===== config.mk =====
export PLATFORM = sky130hd
export DESIGN_NAME = axi4_cmd_master
export DESIGN_NICKNAME = d
export VERILOG_FILES = /design/src/rtl/axi4_pkg.sv /design/src/rtl/axi4_cmd_master.sv
export SDC_FILE = /design/constraint.sdc
export NUM_CORES = 1
export LEC_CHECK = 0
export ABC_AREA = 1
export BUFFER_PORTS_ARGS = -buffer_cell sky130_fd_sc_hd__buf_2
export CAP_MARGIN = 30
export CORE_MARGIN = 4
export CORE_UTILIZATION = 45
export DETAILED_ROUTE_END_ITERATION = 12
export MAX_ROUTING_LAYER = met4
export PLACE_DENSITY_LB_ADDON = 0.3
export RECOVER_POWER = 50
export SYNTH_ARGS = -nofsm -noshare
export SYNTH_HDL_FRONTEND = slang
export SYNTH_SLANG_ARGS = --single-unit

===== constraint.sdc =====
create_clock -name ACLK -period 2.15 [get_ports ACLK]
set_input_delay 0.5375 -clock ACLK [delete_from_list [all_inputs] [get_ports ACLK]]
set_output_delay 0.5375 -clock ACLK [all_outputs]
set_load 0.005 [all_outputs]

===== src/rtl/axi4_pkg.sv =====
// Shared AXI4 definitions for the command master: response codes, the 4 KB rule, FSM states.
package axi4_pkg;

  localparam logic [1:0] RESP_OKAY   = 2'b00;
  localparam logic [1:0] RESP_EXOKAY = 2'b01;
  localparam logic [1:0] RESP_SLVERR = 2'b10;
  localparam logic [1:0] RESP_DECERR = 2'b11;

  localparam int unsigned BOUNDARY_4K = 4096;
  localparam int unsigned SPAN_W      = 17;

  typedef enum logic [2:0] {
    ST_IDLE,
    ST_AW,
    ST_W,
    ST_B,
    ST_AR,
    ST_R,
    ST_RSP
  } mst_state_t;

  // True when a burst starting at this page offset runs past the end of its 4 KB page.
  function automatic logic crosses_4k(input logic [11:0] addr, input logic [7:0] len,
                                      input logic [2:0] size);
    logic [SPAN_W-1:0] off;
    logic [SPAN_W-1:0] bytes;
    off   = SPAN_W'(addr);
    bytes = (SPAN_W'(len) + SPAN_W'(1)) << size;
    return (off + bytes) > SPAN_W'(BOUNDARY_4K);
  endfunction

endpackage


===== src/rtl/axi4_cmd_master.sv =====
// Single-outstanding AXI4 burst master: command/stream front end to AW/W/B or AR/R traffic.
// Illegal bursts (size > 4 bytes or crossing 4 KB) are answered locally with SLVERR.
module axi4_cmd_master
  import axi4_pkg::*;
#(
  parameter int unsigned DATA_WIDTH = 32,
  parameter int unsigned ADDR_WIDTH = 16
) (
  input  logic                  ACLK,
  input  logic                  ARESET,
  input  logic                  cmd_valid,
  output logic                  cmd_ready,
  input  logic                  cmd_write,
  input  logic [ADDR_WIDTH-1:0] cmd_addr,
  input  logic [7:0]            cmd_len,
  input  logic [2:0]            cmd_size,
  input  logic [DATA_WIDTH-1:0] wr_data,
  input  logic                  wr_valid,
  output logic                  wr_ready,
  output logic [DATA_WIDTH-1:0] rd_data,
  output logic                  rd_valid,
  input  logic                  rd_ready,
  output logic                  rd_last,
  output logic                  rsp_valid,
  output logic [1:0]            rsp_resp,
  output logic                  rsp_proto_err,
  output logic [ADDR_WIDTH-1:0] AWADDR,
  output logic [7:0]            AWLEN,
  output logic [2:0]            AWSIZE,
  output logic                  AWVALID,
  input  logic                  AWREADY,
  output logic [DATA_WIDTH-1:0] WDATA,
  output logic                  WVALID,
  output logic                  WLAST,
  input  logic                  WREADY,
  input  logic [1:0]            BRESP,
  input  logic                  BVALID,
  output logic                  BREADY,
  output logic [ADDR_WIDTH-1:0] ARADDR,
  output logic [7:0]            ARLEN,
  output logic [2:0]            ARSIZE,
  output logic                  ARVALID,
  input  logic                  ARREADY,
  input  logic [DATA_WIDTH-1:0] RDATA,
  input  logic [1:0]            RRESP,
  input  logic                  RVALID,
  input  logic                  RLAST,
  output logic                  RREADY
);

  mst_state_t            state, state_n;
  logic [ADDR_WIDTH-1:0] addr_q, addr_n;
  logic [7:0]            len_q, len_n;
  logic [2:0]            size_q, size_n;
  logic [7:0]            cnt_q, cnt_n;
  logic [1:0]            resp_q, resp_n;
  logic                  perr_q, perr_n;
  logic                  illegal_c;

  assign illegal_c = (cmd_size > 3'd2) || crosses_4k(cmd_addr[11:0], cmd_len, cmd_size);

  // Address/control registers are shared by the AW and AR channels; only the valid differs.
  assign AWADDR        = addr_q;
  assign AWLEN         = len_q;
  assign AWSIZE        = size_q;
  assign ARADDR        = addr_q;
  assign ARLEN         = len_q;
  assign ARSIZE        = size_q;
  assign WDATA         = wr_data;
  assign rd_data       = RDATA;
  assign rsp_resp      = resp_q;
  assign rsp_proto_err = perr_q;

  // State and burst bookkeeping registers.
  always_ff @(posedge ACLK or posedge ARESET) begin
    if (ARESET) begin
      state  <= ST_IDLE;
      addr_q <= '0;
      len_q  <= '0;
      size_q <= '0;
      cnt_q  <= '0;
      resp_q <= RESP_OKAY;
      perr_q <= 1'b0;
    end else begin
      state  <= state_n;
      addr_q <= addr_n;
      len_q  <= len_n;
      size_q <= size_n;
      cnt_q  <= cnt_n;
      resp_q <= resp_n;
      perr_q <= perr_n;
    end
  end

  // Next-state, bookkeeping updates and channel handshakes.
  always_comb begin
    state_n   = state;
    addr_n    = addr_q;
    len_n     = len_q;
    size_n    = size_q;
    cnt_n     = cnt_q;
    resp_n    = resp_q;
    perr_n    = perr_q;
    cmd_ready = 1'b0;
    AWVALID   = 1'b0;
    ARVALID   = 1'b0;
    WVALID    = 1'b0;
    WLAST     = 1'b0;
    wr_ready  = 1'b0;
    BREADY    = 1'b0;
    rd_valid  = 1'b0;
    rd_last   = 1'b0;
    RREADY    = 1'b0;
    rsp_valid = 1'b0;

    unique case (state)
      ST_IDLE: begin
        cmd_ready = !ARESET;
        if (cmd_valid && !ARESET) begin
          addr_n = cmd_addr;
          len_n  = cmd_len;
          size_n = cmd_size;
          cnt_n  = cmd_len;
          perr_n = 1'b0;
          if (illegal_c) begin
            resp_n  = RESP_SLVERR;
            state_n = ST_RSP;
          end else begin
            resp_n  = RESP_OKAY;
            state_n = cmd_write ? ST_AW : ST_AR;
          end
        end
      end
      ST_AW: begin
        AWVALID = 1'b1;
        if (AWREADY) state_n = ST_W;
      end
      ST_W: begin
        WVALID   = wr_valid;
        wr_ready = WREADY;
        WLAST    = (cnt_q == 8'd0);
        if (wr_valid && WREADY) begin
          if (cnt_q == 8'd0) state_n = ST_B;
          else               cnt_n   = cnt_q - 8'd1;
        end
      end
      ST_B: begin
        BREADY = 1'b1;
        if (BVALID) begin
          resp_n  = BRESP;
          state_n = ST_RSP;
        end
      end
      ST_AR: begin
        ARVALID = 1'b1;
        if (ARREADY) state_n = ST_R;
      end
      ST_R: begin
        rd_valid = RVALID;
        rd_last  = RLAST;
        RREADY   = rd_ready;
        if (RVALID && rd_ready) begin
          resp_n = resp_q | RRESP;
          // The beat counter, not RLAST, decides where the burst ends.
          if ((RLAST && cnt_q != 8'd0) || (!RLAST && cnt_q == 8'd0)) perr_n = 1'b1;
          if (cnt_q == 8'd0) state_n = ST_RSP;
          else               cnt_n   = cnt_q - 8'd1;
        end
      end
      ST_RSP: begin
        rsp_valid = 1'b1;
        state_n   = ST_IDLE;
      end
      default: state_n = ST_IDLE;
    endcase
  end

endmodule


Yosys cells after proc, flatten, opt, wreduce, memory -nomap -nowiden:

Index checks and enable logic that the tools add are counted.

* bits in registers: 41
* latch bits: 0
* bits in writable memories: 0
* bits in read-only memories: 0
* input port bits: 107
* output and inout port bits: 132
* logic and storage cells: 85
* memories: 0

* add/subtract/negate cells: 3
* multipliers: 0
* div/mod/pow operators: 0
* $lt $le $gt $ge: 2
* eq/ne operators: 15
* shift-type cells: 1
* muxes and demuxes: 36
* bitwise gates (word level): 1
* reduce and logical (&&, ||, !) cells: 20

Operators by type and width (number)
* $mux W8: 4
* $mux W3: 10
* $pmux W8 S3: 1
* $ne A2 B2 Y1 const B: 9
* $pmux W3 S6: 1
* $add A12 B17 Y17: 1
* $gt A17 B13 Y1 const B: 1
* $shl A9 B3 Y17: 1
* $mux W1: 14
* $reduce_and A4 Y1: 3
* $add A8 B1 Y9 const B: 1
* $eq A3 B3 Y1 const B: 3
* $logic_not A8 Y1: 1
* $mux W2: 4
* $reduce_and A8 Y1: 1
* $reduce_bool A8 Y1: 1
* $sub A8 B1 Y8 const B: 1
* $eq A3 B2 Y1 const B: 2
* $pmux W2 S3: 1
* $reduce_bool A3 Y1: 2
* $logic_and A1 B1 Y1: 5
* $eq A3 B1 Y1 const B: 1
* $gt A3 B2 Y1 const B: 1
* $logic_not A3 Y1: 1
* 6 further kinds: 8

Logic depth before layout (Yosys ltp):

Gate-level depths: netlist (run 1).

* depth in word-level cells: 8
* depth in mapped cells: 25
* depth with buffers taken out: 25

Worst setup path before layout (run 1):

OpenSTA, ideal clock, no wires.

* path type: input port to flip-flop
* start: in cmd_len[6]
* end: reg state[1]
* setup time: 0.119 ns
* arrival time: 2.851 ns
* required time: 2.031 ns
* slack: -0.820 ns
* stages: 24
* path buffers: 0
* path through: clkinv_1 nor3_4 nand2_2 nand2_1 nor2_1 a31oi_1 nand2_1 o21ai_0 o21ai_0 ha_1 nand2_1 nand2_1 a21oi_1 nand3_1 a21oi_1 inv_1 nand2_1 nand2_1 nand2_2 nand2_1 nand2_1 nand2_1 nand2_1 o21ai_2

* cells in the longest elaborated chain, start to end: 8

RTL lines
* from (decl): RTL line axi4_cmd_master.sv:15 `input logic [7:0] cmd_len,`
* $add A8 B1 Y9: RTL line axi4_pkg.sv:28 `bytes = (SPAN_W'(len) + SPAN_W'(1)) << size;`
* $shl A9 B3 Y17: RTL line axi4_pkg.sv:28
* $add A12 B17 Y17: RTL line axi4_pkg.sv:29 `return (off + bytes) > SPAN_W'(BOUNDARY_4K);`
* $gt A17 B13 Y1: RTL line axi4_pkg.sv:29
* $logic_or A1 B1 Y1: RTL line axi4_cmd_master.sv:60 `assign illegal_c = (cmd_size > 3'd2) || crosses_4k(cmd_addr[11:0], cmd_len, cmd_size);`
* $mux W3: RTL line axi4_cmd_master.sv:125 `if (illegal_c) begin`
* $mux W3: RTL line axi4_cmd_master.sv:119 `if (cmd_valid && !ARESET) begin`
* $pmux W3 S6: RTL line axi4_cmd_master.sv:116 `unique case (state)`
* to (signal assigned): RTL line axi4_cmd_master.sv:85 `state <= state_n;`
* to (decl): RTL line axi4_cmd_master.sv:51 `mst_state_t state, state_n;`

No other way between the ends. The select of a mux whose other input is x is not followed.
A chain may end at the register's enable or synchronous reset.

Worst setup path in the final report (run 1):

* start: in cmd_len[5]
* end: reg state[1]

The elaborated chain is that of the path after synthesis.

==> results of run 1 <==
[per-layer routing]
metal	GRT usage, %	wire length [um]	up-vias
li1	-	-	1992
met1	27.5	4720	1794
met2	36.3	5410	109
met3	3.62	698	18
met4	5.25	116	0
met5	-	0	-
[cell type report]
type	instances	share of cell area, %
Multi-Input combinational cell	392	47.1
Timing Repair Buffer	178	22.2
Sequential cell	41	20.4
Inverter	66	5.44
Tap cell	108	2.68
Clock buffer	6	1.44
Clock inverter	2	0.770
[logic make-up (layout without fill, tap and decap cells)]
family                   count (synthesis)  in the layout  synth area share (%)
XOR/XNOR                                 8              8                  1.76
flip-flops                              41             41                  25.8
buffers and inverters                  170            252                  24.9
AO/OA/AOI/OAI                           73             73                  10.3
AND/OR/NAND/NOR                        293            293                  31.5
multiplexers                             1              1                 0.251
adder cells (fa/ha/maj)                 17             17                  5.53
[final timing paths]
kind	start	end	slack, ns	cells after the start
max	cmd_len[5]	state[1]	-0.78	23
min	ARESET	rsp_resp[0]	0.12	2
max reg2reg	state[2]	cnt_q[2]	0.22	7
min reg2reg	ARADDR[12]	ARADDR[12]	0.50	2
max in group asynchronous	ARESET	state[2]	0.74	3
min in group ACLK	cmd_addr[12]	ARADDR[12]	0.43	3
[state kept, by name, indices dropped and copies added, names as in the netlist]
signal	count
ARADDR	16
ARLEN	8
ARSIZE	3
cnt_q	8
rsp_proto_err	1
rsp_resp	2
state	3
[power by group]
group | switching (W) | internal (W) | total (W)
registers | 0.000281 | 0.00114 | 0.00142
clock network | 0.000286 | 0.000349 | 0.000635
logic | 0.00153 | 0.00118 | 0.00271
total | 0.00210 | 0.00267 | 0.00476
[cell usage in the layout, fill, tap and decap left out, drive strengths merged, types with 3 or more instances in the layout]
cell type,Yosys,routed
nand2,178,178
buf,97,176
inv,64,64
nor2,54,54
o21ai,43,43
dfrtp,41,41
nand3,36,36
a21oi,18,18
ha,16,16
nand4,9,9
xor2,8,8
clkbuf,7,8
nor3,8,8
o22ai,3,3
nand3b,3,3
a31oi,3,3
nor4,3,3
clkinv,2,3
[stage by stage]
stage / hold slack (ns) / cell area [um2]
2_1_floorplan: 0.486 / 4050
3_3_place_gp: 0.419 / 4410
3_5_place_dp: 0.427 / 4410
4_1_cts: 0.106 / 4770
5_1_grt: 0.138 / 5040
6_report: 0.124 / 5040
[repair_timing]
item | 4_1_cts | 5_1_grt
resized for setup | 64 | 49
setup endpoints to repair | 4 | 11
pin swaps | 44 | 56
setup buffers | 6 | 6
==> impl_results.md, run 1 <==
* Outcome: complete, but fails checks
* Violated checks: negative setup slack
* Maximum clock path buffer count at 2
* Leading area contributor after synthesis: dfrtp_1
* Worst-skew pair later-pin latency at 0.30 ns
* CP dominant cell by count: nand2_1
* WP data arrival at 3.12 ns
* Max Clk Rate at between 300 and 400 MHz
* Asr flop ratio synth at 100%
* Vias per cell at a little under 5
* # fillers at 826
* Synth area leaders: dfrtp_1 26%, buf_4 17%, nand2_1 17%, ha_1 5.0%, inv_1 4.7%
* Max Cap Viol at 0
* Seq/Total Area, Yosys at 25.8%
* Root Buffer: clkbuf_8
* Final wirelength at 10900 um
* P per Cell Area at 946 nW/um2
* GR Util All Layers at between 20 and 25%
* Crit path buf inv count at 4
* CP cell instances: buf_12 -> inv_12 -> nor3_4 -> nand2_4 -> buf_4 -> nand3_4 -> nand3_2 -> o21ai_2 -> mux2i_1 -> ha_1 -> nand2_2 -> inv_2 -> a21oi_2 -> nand2_1 -> xor2_1 -> nor2_2 -> nand4_1 -> nand2_2 -> nand2_2 -> nand2_1 -> nand2_1 -> nand2_1 -> o21ai_2
* Core footprint at 8680 um2
* Most common cell in the synthesized netlist: nand2_1
* Worst relative slew slack at around 29%
* Lkg Pwr at 2.75 nW
* Number of global-route vias before repair at 3727
* Mapped Area at 3980 um2
* RSZ-0062 raised after global routing: true
* Final Critical Period at between 2 and 3 ns
* Endpoints failing hold at 0
* Distinct cells, synth at 37
* Placed instance count at 773
* Total power at roughly 0.0048 W
* CP startpoint kind: primary input
* Ports at 239
* Synth top cells by count: 176 x nand2_1, 92 x buf_4, 50 x inv_1
* Std cell rows at 34
* Synth-to-layout area growth at 26.5%
* First-pass GRT wire length at around 18000 um
* Starting density of the core at 45.9%
* Die ar. at 10400 um2
* Ant. Diodes at 0
* Req. time, crit path at ~2.3 ns
* Iter 0 DRT Violations at a little over 200
* H-tree depth at 2
* Placement Setup Slack at -1.29 ns
* GR Overflow Total at 0
* CP delay by family, top: simple AND/OR/NAND/NOR gates
* Post-Syn Nets at 727
* Hpwl dp at 8610 um
* Synth top area share at 25.8%
* Critical Path Fanout Max at 4
* Cell count after synthesis at 603
* Die X-Extent at 102 um
* Cts hold-fix bufs at 0
* Storage element area at approximately 1000 um2
* Worst Max-Slew Pin Slew at 1.06 ns
* DRC errors left at 0
* Largest net degree at the start of global routing at 40
* Post-synth EDFFs at 0
* Slew Limit Fails at 0
* Yosys Warn Count at 0
* Setup tns final at -2.98 ns
* Post-route ant nets at 0
* Highest cell delay on the worst timing path at 0.36 ns
* Final period utilization at 136%
* Syn Area/Cell at 6.60 um2
* Max VDD drop at 0.421 mV
* CTS tree: built
* Final Non-Filler Cells at 793
* Die Y at 102 um
* Clk_skew at around 0.008 ns
* Yosys reg bits at between 40 and 50
* Multi-input combinational cell area at 2370 um2
* Clock slew seen by the registers of the worst setup and hold paths at 0.08 ns
* Top_reg_cell synth: dfrtp_1
* Critical path's slowest cell: ha_1
* Final setup violation count at 4
* GPL Wtd Cong at 0.852
* Final worst slack at -0.784 ns
* Clock sinks at 41
* Router iterations before antenna repair at 5
* IO Port Bufs at 110
* Total CTS buffers at 5
* Final net count at 808
* Hold WC Path Type: primary input to async pin
* DR vias at about 4000
* WL/cell at 13.8 um
* WS Path Type: primary input to flop
* CP Capture Type: flop
* Post-layout util at 58.0%
* Initial antenna violation count at 0
* Layout cells sized above 1 at 42.9%
No activity file was read; power rests on OpenSTA's default activity.
==> run 2, diff against run 1 <==
Settings changed: CORE_MARGIN 4 to 5, RECOVER_POWER 50 to not set.
==> impl_results.md, run 2 (synthesis results as in run 1) <==
* Ant. Diodes at 0
* GR Overflow Total at 0
* Worst flop-to-flop path endpoint: cnt_q[2]
* Synth-to-layout area growth at 25.2%
* Lkg Pwr at 2.75 nW
* Total CTS buffers at 5
* Die X-Extent at 104 um
* Final wirelength at roughly 11000 um
* WS Path Type: primary input to flop
* DRC errors left at 0
* Hpwl dp at 8480 um
* Final worst slack at -0.789 ns
* Std cell rows at 34
* DR vias at about 4000
* Number of global-route vias before repair at 3882
* WP data arrival at 3.13 ns
* Max VDD drop at 0.340 mV
* Max reg flops at 16
* Die Y at 104 um
* WL/cell at 13.6 um
* Crit path from: cmd_len[3]
* Worst relative slew slack at ~73%
* Post-route ant nets at 0
* Violated checks: negative setup slack
* Clock slew seen by the registers of the worst setup and hold paths at 0.08 ns
* P per Cell Area at 938 nW/um2
* Ports at approximately 240
* Max Clk Rate at approximately 340 MHz
* Slew Limit Fails at 0
* Final net count at 810
* Initial antenna violation count at 0
* Final setup violation count at 4
* Most frequent cells in the layout: 154 x nand2_1, 103 x buf_2, 71 x buf_4
* Critical Path Fanout Max at 4
* Clk_skew at between 0.01 and 0.015 ns
* Layout cells sized above 1 at about 42%
* CP Capture Type: flop
* Worst-skew pair later-pin latency at 0.30 ns
* Worst Max-Slew Pin Slew at 0.410 ns
* Die ar. at 10800 um2
* Final Critical Period at 2.94 ns
* Cells on worst reg2reg path at 7
* Router iterations before antenna repair at 6
* Core footprint at 8680 um2
* Hold WC Path Type: primary input to async pin
* RR Startpoint: state[2]
* Max Cap Viol at 0
* Placement Setup Slack at -1.37 ns
* Root Buffer: clkbuf_8
* RSZ-0062 raised after global routing: true
* Commonest non-fill, non-tap cell in the layout: nand2_1
* Vias per cell at 5.01
* Reg2Reg Setup Slack at between 0.2 and 0.25 ns
* CP startpoint kind: primary input
* Endpoints failing hold at 0
* First-pass GRT wire length at 18100 um
* Starting density of the core at 45.9%
* GPL Wtd Cong at 0.941
* Clock sinks at 41
* Iter 0 DRT Violations at around 160
* Largest net degree at the start of global routing at 27
* GR Util All Layers at 19.8%
* CP Capture Point: state[1]
* Final period utilization at 137%
* Setup tns final at -3.01 ns
* CTS tree: built
* Maximum clock path buffer count at 2
* H-tree depth at 2
* Req. time, crit path at 2.34 ns
* Outcome: complete, but fails checks
* IO Port Bufs at 110
[run 2: cell types whose count changed in the layout (fill, tap and decap cells not counted), sizes merged]
| cell | previous run | this run |
|---|---|---|
| buf | 176 | 180 |
| bufinv | 1 | 0 |
| clkbuf | 8 | 5 |
| clkinv | 3 | 5 |
[run 2: timing repair]
action                                  in CTS  in global routing
buffers inserted                             7                  3
endpoints found under the setup margin       4                  6
hold buffers                                 0                  0
pin swaps                                   25                 41
cloned                                       0                  0
gates resized for setup                     40                 62
[run 2: per-stage QoR]
stage	cell area, um2	instances	hold WS, ns	util, %	total power [W]
finish	4980	795	0.236	57.4	0.00468
global route	4980	795	0.267	57.4	0.00516
CTS	4740	792	0.243	54.6	0.00462
detailed placement	4450	777	0.477	51.3	0.00399
global placement	4450	777	0.474	51.3	0.00392
floorplan	4050	603	0.486	-	0.00335
[run 2: final cells by class]
cell class	count	area [um2]
Fill cell	867	3690
Multi-Input combinational cell	392	2310
Timing Repair Buffer	180	1150
Sequential cell	41	1030
Inverter	66	274
Tap cell	108	135
Clock buffer	5	68.8
Clock inverter	3	22.5
[run 2: worst min path at each step]
stage                               end  slack (ns)  cells past startpoint
final                         ARADDR[9]        0.24                      2
after global placement        ARADDR[8]        0.47                      2
after detailed placement     ARADDR[12]        0.48                      2
after CTS                     ARADDR[9]        0.24                      2
after global routing          ARADDR[9]        0.27                      2
after floorplan           rsp_proto_err        0.49                      2
[run 2: layer usage]
layer | vias up | share of wire (%) | track usage [%] | routed length, um
met5 | - | 0 | - | 0
met4 | 0 | 0.98 | 3.89 | 106
met3 | 22 | 6.9 | 4.53 | 744
met2 | 134 | 50 | 34.7 | 5470
met1 | 1831 | 42 | 23.5 | 4530
li1 | 1996 | - | - | -
[run 2: critical path, stage by stage]
cell and delay, ns:
buf_4 0.13, inv_1 0.14, xor2_1 0.27, nand2_1 0.12
o21ai_2 0.11, o21ai_2 0.11, mux2i_1 0.21, ha_2 0.36
nand2_4 0.11, inv_2 0.04, a21oi_2 0.13, nand2_1 0.08
xor2_1 0.14, nor2_1 0.11, nand4_1 0.13, nand2_2 0.11
nand2_2 0.06, nand2_1 0.07, nand2_1 0.05, nand2_1 0.06
o21ai_2 0.05
[run 2: power breakdown]
part	switching (W)	total, W	internal, W
Clock	0.000297	0.000527	0.000231
Combinational	0.00156	0.00274	0.00119
Sequential	0.000264	0.00140	0.00114
Total	0.00212	0.00468	0.00256
